**config.mk**
```make
export PLATFORM = sky130hd
export DESIGN_NAME = exec_alu_sequencer
export DESIGN_NICKNAME = d
export VERILOG_FILES = /design/src/rtl/exec_alu_sequencer.sv
export SDC_FILE = /design/constraint.sdc
export NUM_CORES = 1
export LEC_CHECK = 0
export ABC_AREA = 0
export CORE_ASPECT_RATIO = 0.6
export CORE_MARGIN = 2
export CORE_UTILIZATION = 30
export DETAILED_ROUTE_END_ITERATION = 10
export GPL_TIMING_DRIVEN = 0
export REMOVE_ABC_BUFFERS = 1
export SLEW_MARGIN = 20
export SYNTH_ARGS = -nofsm -noshare
export SYNTH_HDL_FRONTEND = slang
export SYNTH_SLANG_ARGS = --single-unit
```
**constraint.sdc**
```tcl
create_clock -name clk -period 3.42 [get_ports clk]
set_clock_uncertainty 0.05 [all_clocks]
set_input_delay 0.684 -clock clk [delete_from_list [all_inputs] [get_ports clk]]
set_output_delay 0.684 -clock clk [all_outputs]
set_load 0.01 [all_outputs]
```
**src/rtl/exec_alu_sequencer.sv**
```systemverilog
// Multi-cycle execute-stage controller: steers shared-ALU operand selects per
// instruction class, latches results/branch outcome and runs the memory handshake.
module exec_alu_sequencer #(
  parameter int unsigned MEM_TIMEOUT = 255,
  parameter int unsigned CNT_W       = 8
) (
  input  logic        clk,
  input  logic        rst,
  input  logic        start_valid,
  output logic        start_ready,
  input  logic [2:0]  op_class,
  input  logic [31:0] alu_result,
  input  logic        cmp_true,
  input  logic        mem_ack,
  output logic        sig_aluregsrc,
  output logic        sig_aluimmsrc,
  output logic        mem_req,
  output logic [31:0] result,
  output logic [31:0] target,
  output logic        taken,
  output logic        done,
  output logic        err
);

  typedef enum logic [2:0] {
    S_IDLE, S_PASS1, S_PASS2, S_MEM_WAIT, S_DONE
  } state_t;

  typedef enum logic [2:0] {
    CLS_R, CLS_I, CLS_AUIPC, CLS_LDST, CLS_BRANCH, CLS_JAL, CLS_JALR, CLS_ILLEGAL
  } cls_t;

  localparam logic [CNT_W-1:0] CNT_LAST = CNT_W'(MEM_TIMEOUT - 1);

  state_t            state_q, state_d;
  cls_t              class_q, class_d;
  logic [31:0]       result_q, result_d;
  logic [31:0]       target_q, target_d;
  logic              taken_q, taken_d;
  logic              err_q, err_d;
  logic [CNT_W-1:0]  cnt_q, cnt_d;

  always_ff @(posedge clk or posedge rst) begin
    if (rst) begin
      state_q  <= S_IDLE;
      class_q  <= CLS_R;
      result_q <= '0;
      target_q <= '0;
      taken_q  <= 1'b0;
      err_q    <= 1'b0;
      cnt_q    <= '0;
    end else begin
      state_q  <= state_d;
      class_q  <= class_d;
      result_q <= result_d;
      target_q <= target_d;
      taken_q  <= taken_d;
      err_q    <= err_d;
      cnt_q    <= cnt_d;
    end
  end

  always_comb begin
    state_d  = state_q;
    class_d  = class_q;
    result_d = result_q;
    target_d = target_q;
    taken_d  = taken_q;
    err_d    = err_q;
    cnt_d    = cnt_q;
    case (state_q)
      S_IDLE: begin
        if (start_valid) begin
          class_d = cls_t'(op_class);
          if (cls_t'(op_class) == CLS_ILLEGAL) begin
            err_d   = 1'b1;
            state_d = S_DONE;
          end else begin
            state_d = S_PASS1;
          end
        end
      end
      S_PASS1: begin
        result_d = alu_result;
        err_d    = 1'b0;
        case (class_q)
          CLS_BRANCH: begin
            taken_d = cmp_true;
            state_d = S_PASS2;
          end
          CLS_JAL, CLS_JALR: begin
            target_d = alu_result;
            taken_d  = 1'b1;
            state_d  = S_DONE;
          end
          CLS_LDST: begin
            cnt_d   = '0;
            taken_d = 1'b0;
            state_d = S_MEM_WAIT;
          end
          default: begin
            taken_d = 1'b0;
            state_d = S_DONE;
          end
        endcase
      end
      S_PASS2: begin
        // target is captured regardless of outcome; taken qualifies it
        target_d = alu_result;
        state_d  = S_DONE;
      end
      S_MEM_WAIT: begin
        if (mem_ack) begin
          err_d   = 1'b0;
          state_d = S_DONE;
        end else if (cnt_q == CNT_LAST) begin
          err_d   = 1'b1;
          state_d = S_DONE;
        end else begin
          cnt_d = cnt_q + 1'b1;
        end
      end
      S_DONE:  state_d = S_IDLE;
      default: state_d = S_IDLE;
    endcase
  end

  always_comb begin
    sig_aluregsrc = 1'b0;
    sig_aluimmsrc = 1'b0;
    case (state_q)
      S_PASS1: begin
        case (class_q)
          CLS_I, CLS_LDST, CLS_JALR: sig_aluimmsrc = 1'b1;
          CLS_AUIPC, CLS_JAL: begin
            sig_aluregsrc = 1'b1;
            sig_aluimmsrc = 1'b1;
          end
          default: ;
        endcase
      end
      S_PASS2: begin
        sig_aluregsrc = 1'b1;
        sig_aluimmsrc = 1'b1;
      end
      default: ;
    endcase
    start_ready = (state_q == S_IDLE);
    mem_req     = (state_q == S_MEM_WAIT);
    done        = (state_q == S_DONE);
  end

  assign result = result_q;
  assign target = target_q;
  assign taken  = taken_q;
  assign err    = err_q;

endmodule

```
==> impl_metrics.ini, run 1 <==
[finish]
fin_nets = 457
final_layout_size_suffix_gt1_frac = 0.145
finalNonFillerCells = 559
diodes = 0
final_common_cell = clkdlybuf4s50_1
syn_to_final_growth_pct = 49.1
final_cell_mix = 110 x clkdlybuf4s50_1, 105 x nand2_1, 80 x dfrtp_1
nFillCells = 988

[yosys]
synth_cell_type_count = 37
synth_edf_count = 0
netlist_area_um2 = 3330
synth_flop_cell = dfrtp_1
async_flop_share = 1.00
ys_ff_latch = 80
synth_warnings = 0
yosysSeqAreaShare = 0.601
syn_inst = 306
syn_avg_cell_area_um2 = 10.9

[timing]
fmax_ghz = 0.359
tightestPinTransition_ps = 712
hold_viol = 0
fin_setup_tns_ps = 0
fin_crit_ps = 2780
finalSetupViolCount = 0
grt_setup_unrepaired = no
slew_headroom = 0.518
post-route-worst-setup-slack_ps = 636
drv_slew = 0
finalCritPeriodShare = 0.814

[worst_setup_path]
critPathLaunchType = flop
crit_required_ps = 2690
r2r-end = target[11]
cp_max_fo = 13
reg2reg_depth = 5
cp-end-kind = primary output
reg2reg_slack_ps = 1090
worstSetupStartpoint = state_q[0]
path_class = flop to primary output
cp.arrival_ps = 2050
rr_startpoint = state_q[0]

[route]
drtIter0Drc = 81
vias_per_cell = 4.64
dr_total_vias = 2591
wirelength_um = 8480
antenna_left = 0
route.detailed.drc = 11
wire_per_inst_um = 15.2
firstDrtPassIters = 8

[cts]
cts_resized = 0
numCtsBuffers = 9
cts_root_buffer = clkbuf_16
cts_tree = built
clock_latency_ps = 330
cts.path.max_buffers = 2
numClockSinks = 80
clkTransAtPathRegs_ps = 60
cts.htree.levels = 3
post-cts-setup-buffers = 0
holdBufCountCts = 0

[run_status]
status = finished with violations
violations = design-rule violations

[place]
place_ws_ps = 1020
dp_hpwl_um = 6050
dpl.cell_count = 543
io_buffers = 110
gp_congestion = 0.743

[floorplanning]
io_pins = 111
floorplan.initialDensity = 0.311
rows = 29
fp.coreArea_um2 = 10700
dieWidth_um = 140
dieArea_um2 = 12000
die_y_um = 85.6

[power_and_ir_drop]
total_power_mw = 5.03
power_density_nw_per_um2 = 1010
leakage_nw = 2.21
ir_worst_vdd_mv = 0.422

[job]
cap_violations = 0

[hold_path]
min_path_cells = 2
min-delay-start = result[5]
worstHoldPathType = flop to flop
holdPathEnd = result[5]

[global_routing]
grt_pass1_vias = 2622
grt_start_max_net_pins = 46
grt-ovfl-total = 0
grt_usage = 0.149
antenna_found_initial = 0
grt_pass1_wl_um = 14000
-- state kept, by name, summed over array words and instances, names as in the netlist --
signal,flops
result,32
target,32
cnt_q,8
class_q,3
state_q,3
err,1
taken,1
-- report_power, final --
part | switching [mW] | internal [mW]
clock network | 0.365 | 0.640
registers | 0.301 | 1.39
logic | 1.00 | 1.32
total | 1.67 | 3.36
-- worst max-delay path, stage by stage, from the launching register on --
cell,delay [ps]
dfrtp_1,560
o21ai_0,150
a31oi_1,160
nor2_1,50
a211oi_1,200
clkdlybuf4s50_1,600
-- kinds of logic (layout without fill, tap and decap cells) --
family | Yosys count | after routing | synth area share
and+or+nand+nor | 138 | 138 | 0.178
DFF | 80 | 80 | 0.601
muxes | 37 | 37 | 0.124
AOI/OAI and AO/OA | 27 | 27 | 0.0578
buffers and inverters | 21 | 135 | 0.0293
adders and majority gates | 2 | 2 | 0.00751
xor gates and xnor gates | 1 | 1 | 0.00263
-- worst max path at each step --
| stage | depth (start not counted) | endpoint | slack (ps) |
|---|---|---|---|
| 2_1_floorplan | 1 | class_q[0] | 630 |
| 3_3_place_gp | 2 | target[27] | -740 |
| 3_5_place_dp | 5 | sig_aluimmsrc | 1020 |
| 4_1_cts | 4 | sig_aluregsrc | 600 |
| 5_1_grt | 5 | sig_aluimmsrc | 410 |
| 6_report | 5 | sig_aluimmsrc | 640 |
-- cell usage after synthesis (all sizes together), types with 5 or more instances --
cell | instances | area [µm²]
a31oi | 6 | 37.5
dfrtp | 80 | 2000
inv | 5 | 18.8
nand3 | 6 | 30.0
a21oi | 7 | 38.8
nand2 | 106 | 400
nand2b | 6 | 37.5
buf | 8 | 48.8
mux2 | 35 | 394
nor2 | 5 | 18.8
clkbuf | 8 | 30.0
o21ai | 6 | 30.0
-- layer usage --
layer,vias to the layer above,global-route usage,part of all wire
met5,-,0,0
met4,0,0.0331,0.0075
met3,13,0.0519,0.077
met2,92,0.213,0.42
met1,1245,0.219,0.50
li1,1241,-,-
-- metrics by stage --
step / hold WS (ps) / area, µm² / utilization
detailed placement: 413 / 4660 / 0.435
global placement: 407 / 4530 / 0.423
CTS: 430 / 4970 / 0.464
floorplan: 396 / 3250 / -
global route: 435 / 4970 / 0.464
finish: 423 / 4970 / 0.464
-- area by class of cell --
type / instances / area (µm²) / share of cell area
repair buffers: 114 / 1210 / 0.244
flip-flops and latches: 80 / 2000 / 0.403
inverters: 5 / 21.3 / 0.00428
multi-input cells: 205 / 1250 / 0.251
well taps: 139 / 174 / 0.0350
clock buffers: 11 / 233 / 0.0468
clock inverters: 5 / 81.3 / 0.0164
Note: power is estimated with default switching activity, not from simulation.
==> run 2: changes to the inputs <==
Clock period 3.42 ns to 2.7 ns, I/O delays scaled along.
==> impl_metrics.ini, run 2 (synthesis results as in run 1) <==
[run_status]
status = finished with violations
violations = design-rule violations

[worst_setup_path]
cp-end-kind = primary output
path_class = flop to primary output
reg2reg_depth = 5
cp_slowest_stage_delay_ps = 570
slowest_stage = clkdlybuf4s50_1
rr_startpoint = state_q[1]
r2r-end = target[11]
reg2reg_slack_ps = 460
crit_required_ps = 2110
crit_family = buffers and inverters
cp_max_fo = 12
cp_cell_sequence = nor2b_1 > nand2_1 > a21oi_1 > clkdlybuf4s50_1
cp.arrival_ps = 1930
cp.buffers_inverters = 1
critPathLaunchType = flop

[place]
dp_hpwl_um = 6050
gp_congestion = 0.743
dpl_cell_area_um2 = 4660
io_buffers = 110

[cts]
holdBufCountCts = 0
numClockSinks = 80
clkTransAtPathRegs_ps = 60
cts_root_buffer = clkbuf_16
cts_tree = built
cts.path.max_buffers = 2
cts.htree.levels = 3
numCtsBuffers = 9
clock_latency_ps = 330

[finish]
final_cell_mix = 110 x clkdlybuf4s50_1, 105 x nand2_1, 77 x dfrtp_1
final_layout_size_suffix_gt1_frac = 0.160
fin_nets = 461
final_common_cell = clkdlybuf4s50_1
design_area_um2 = 5000
diodes = 0
syn_to_final_growth_pct = 50.2

[power_and_ir_drop]
ir_worst_vdd_mv = 0.536
leakage_nw = 2.23
power_density_nw_per_um2 = 1280

[global_routing]
grt_pass1_wl_um = 14000
grt_pass1_vias = 2622
grt_usage = 0.149
grt_start_max_net_pins = 46
grt-ovfl-total = 0
antenna_found_initial = 0

[route]
antenna_left = 0
wire_per_inst_um = 15.1
route.detailed.drc = 11
firstDrtPassIters = 8
dr_total_vias = 2602
wirelength_um = 8490
drtIter0Drc = 69
vias_per_cell = 4.62

[timing]
grt_setup_unrepaired = no
fin_crit_ps = 2520
finalCritPeriodShare = 0.934
finalSetupViolCount = 0
drv_slew = 0
slew_headroom = 0.516
hold_viol = 0
fin_setup_tns_ps = 0
fmax_ghz = 0.396
tightestPinTransition_ps = 714

[floorplanning]
rows = 29
io_pins = 111
floorplan.initialDensity = 0.311
die_y_um = 85.6
dieArea_um2 = 12000
fp.coreArea_um2 = 10700
dieWidth_um = 140

[hold_path]
min_path_cells = 2
holdPathEnd = result[5]
min-delay-start = result[5]
worstHoldPathType = flop to flop

[job]
cap_violations = 0
-- run 2: cell count changes in the layout (fill, tap and decap cells not counted) --
cell / delta
dfrtp_1: -3
buf_4: +4
dfrtp_2: +3
-- run 2: timing repair --
item / CTS / global route
setup buffers: 0 / 4
gates resized for setup: 0 / 3
endpoints found under the setup margin: 0 / 2
-- run 2: worst max-delay path by stage --
stage	startpoint	end	slack (ps)	cells past startpoint
3_5_place_dp	state_q[0]	target[11]	370	5
6_report	state_q[1]	sig_aluregsrc	180	4
3_3_place_gp	rst	target[27]	-1310	2
5_1_grt	state_q[1]	sig_aluregsrc	20	4
4_1_cts	state_q[0]	sig_aluregsrc	20	4
2_1_floorplan	rst	class_q[0]	60	1
-- run 2: metal layers --
layer,track usage,share of wire,vias up
li1,-,-,1249
met1,0.219,0.50,1250
met2,0.213,0.42,90
met3,0.0519,0.077,13
met4,0.0331,0.0075,0
met5,0,0,-
-- run 2: worst reg2reg max path, delay by kind of cell (launching register included) --
family                 cells  cell delay [ps]
AO/OA/AOI/OAI              1              550
buffers and inverters      1              240
flip-flops                 1              500
multiplexers               1              370
AND/OR/NAND/NOR            2              420
-- run 2: final cells by class --
cell class	count	area (µm²)
clock buffers	11	233
clock inverters	5	81.3
repair buffers	118	1240
multi-input cells	205	1250
well taps	139	174
flip-flops and latches	80	2010
fillers	984	5700
inverters	5	21.3
-- run 2: power by group --
part | leakage, nW | internal, mW | switching, mW
clock network | 0.150 | 0.810 | 0.463
logic | 1.10 | 1.71 | 1.28
registers | 0.981 | 1.77 | 0.376
-- run 2: through the flow --
stage,utilization,worst slack (ps),power [mW],std cells,hold WS [ps]
after floorplan,-,58.3,3.46,290,396
after global placement,0.423,-1310,4.93,539,407
after detailed placement,0.435,369,5.16,543,413
after CTS,0.464,23.2,6.48,559,430
after global routing,0.468,22.0,6.85,563,435
final,0.468,177,6.41,563,423
==> run 3: changes to the inputs <==
Settings changed: GPL_ROUTABILITY_DRIVEN set to 0, SKIP_CTS_REPAIR_TIMING set to 1.
==> results of run 3 <==
Final layout, timing and power as in run 2 (identical DEF).
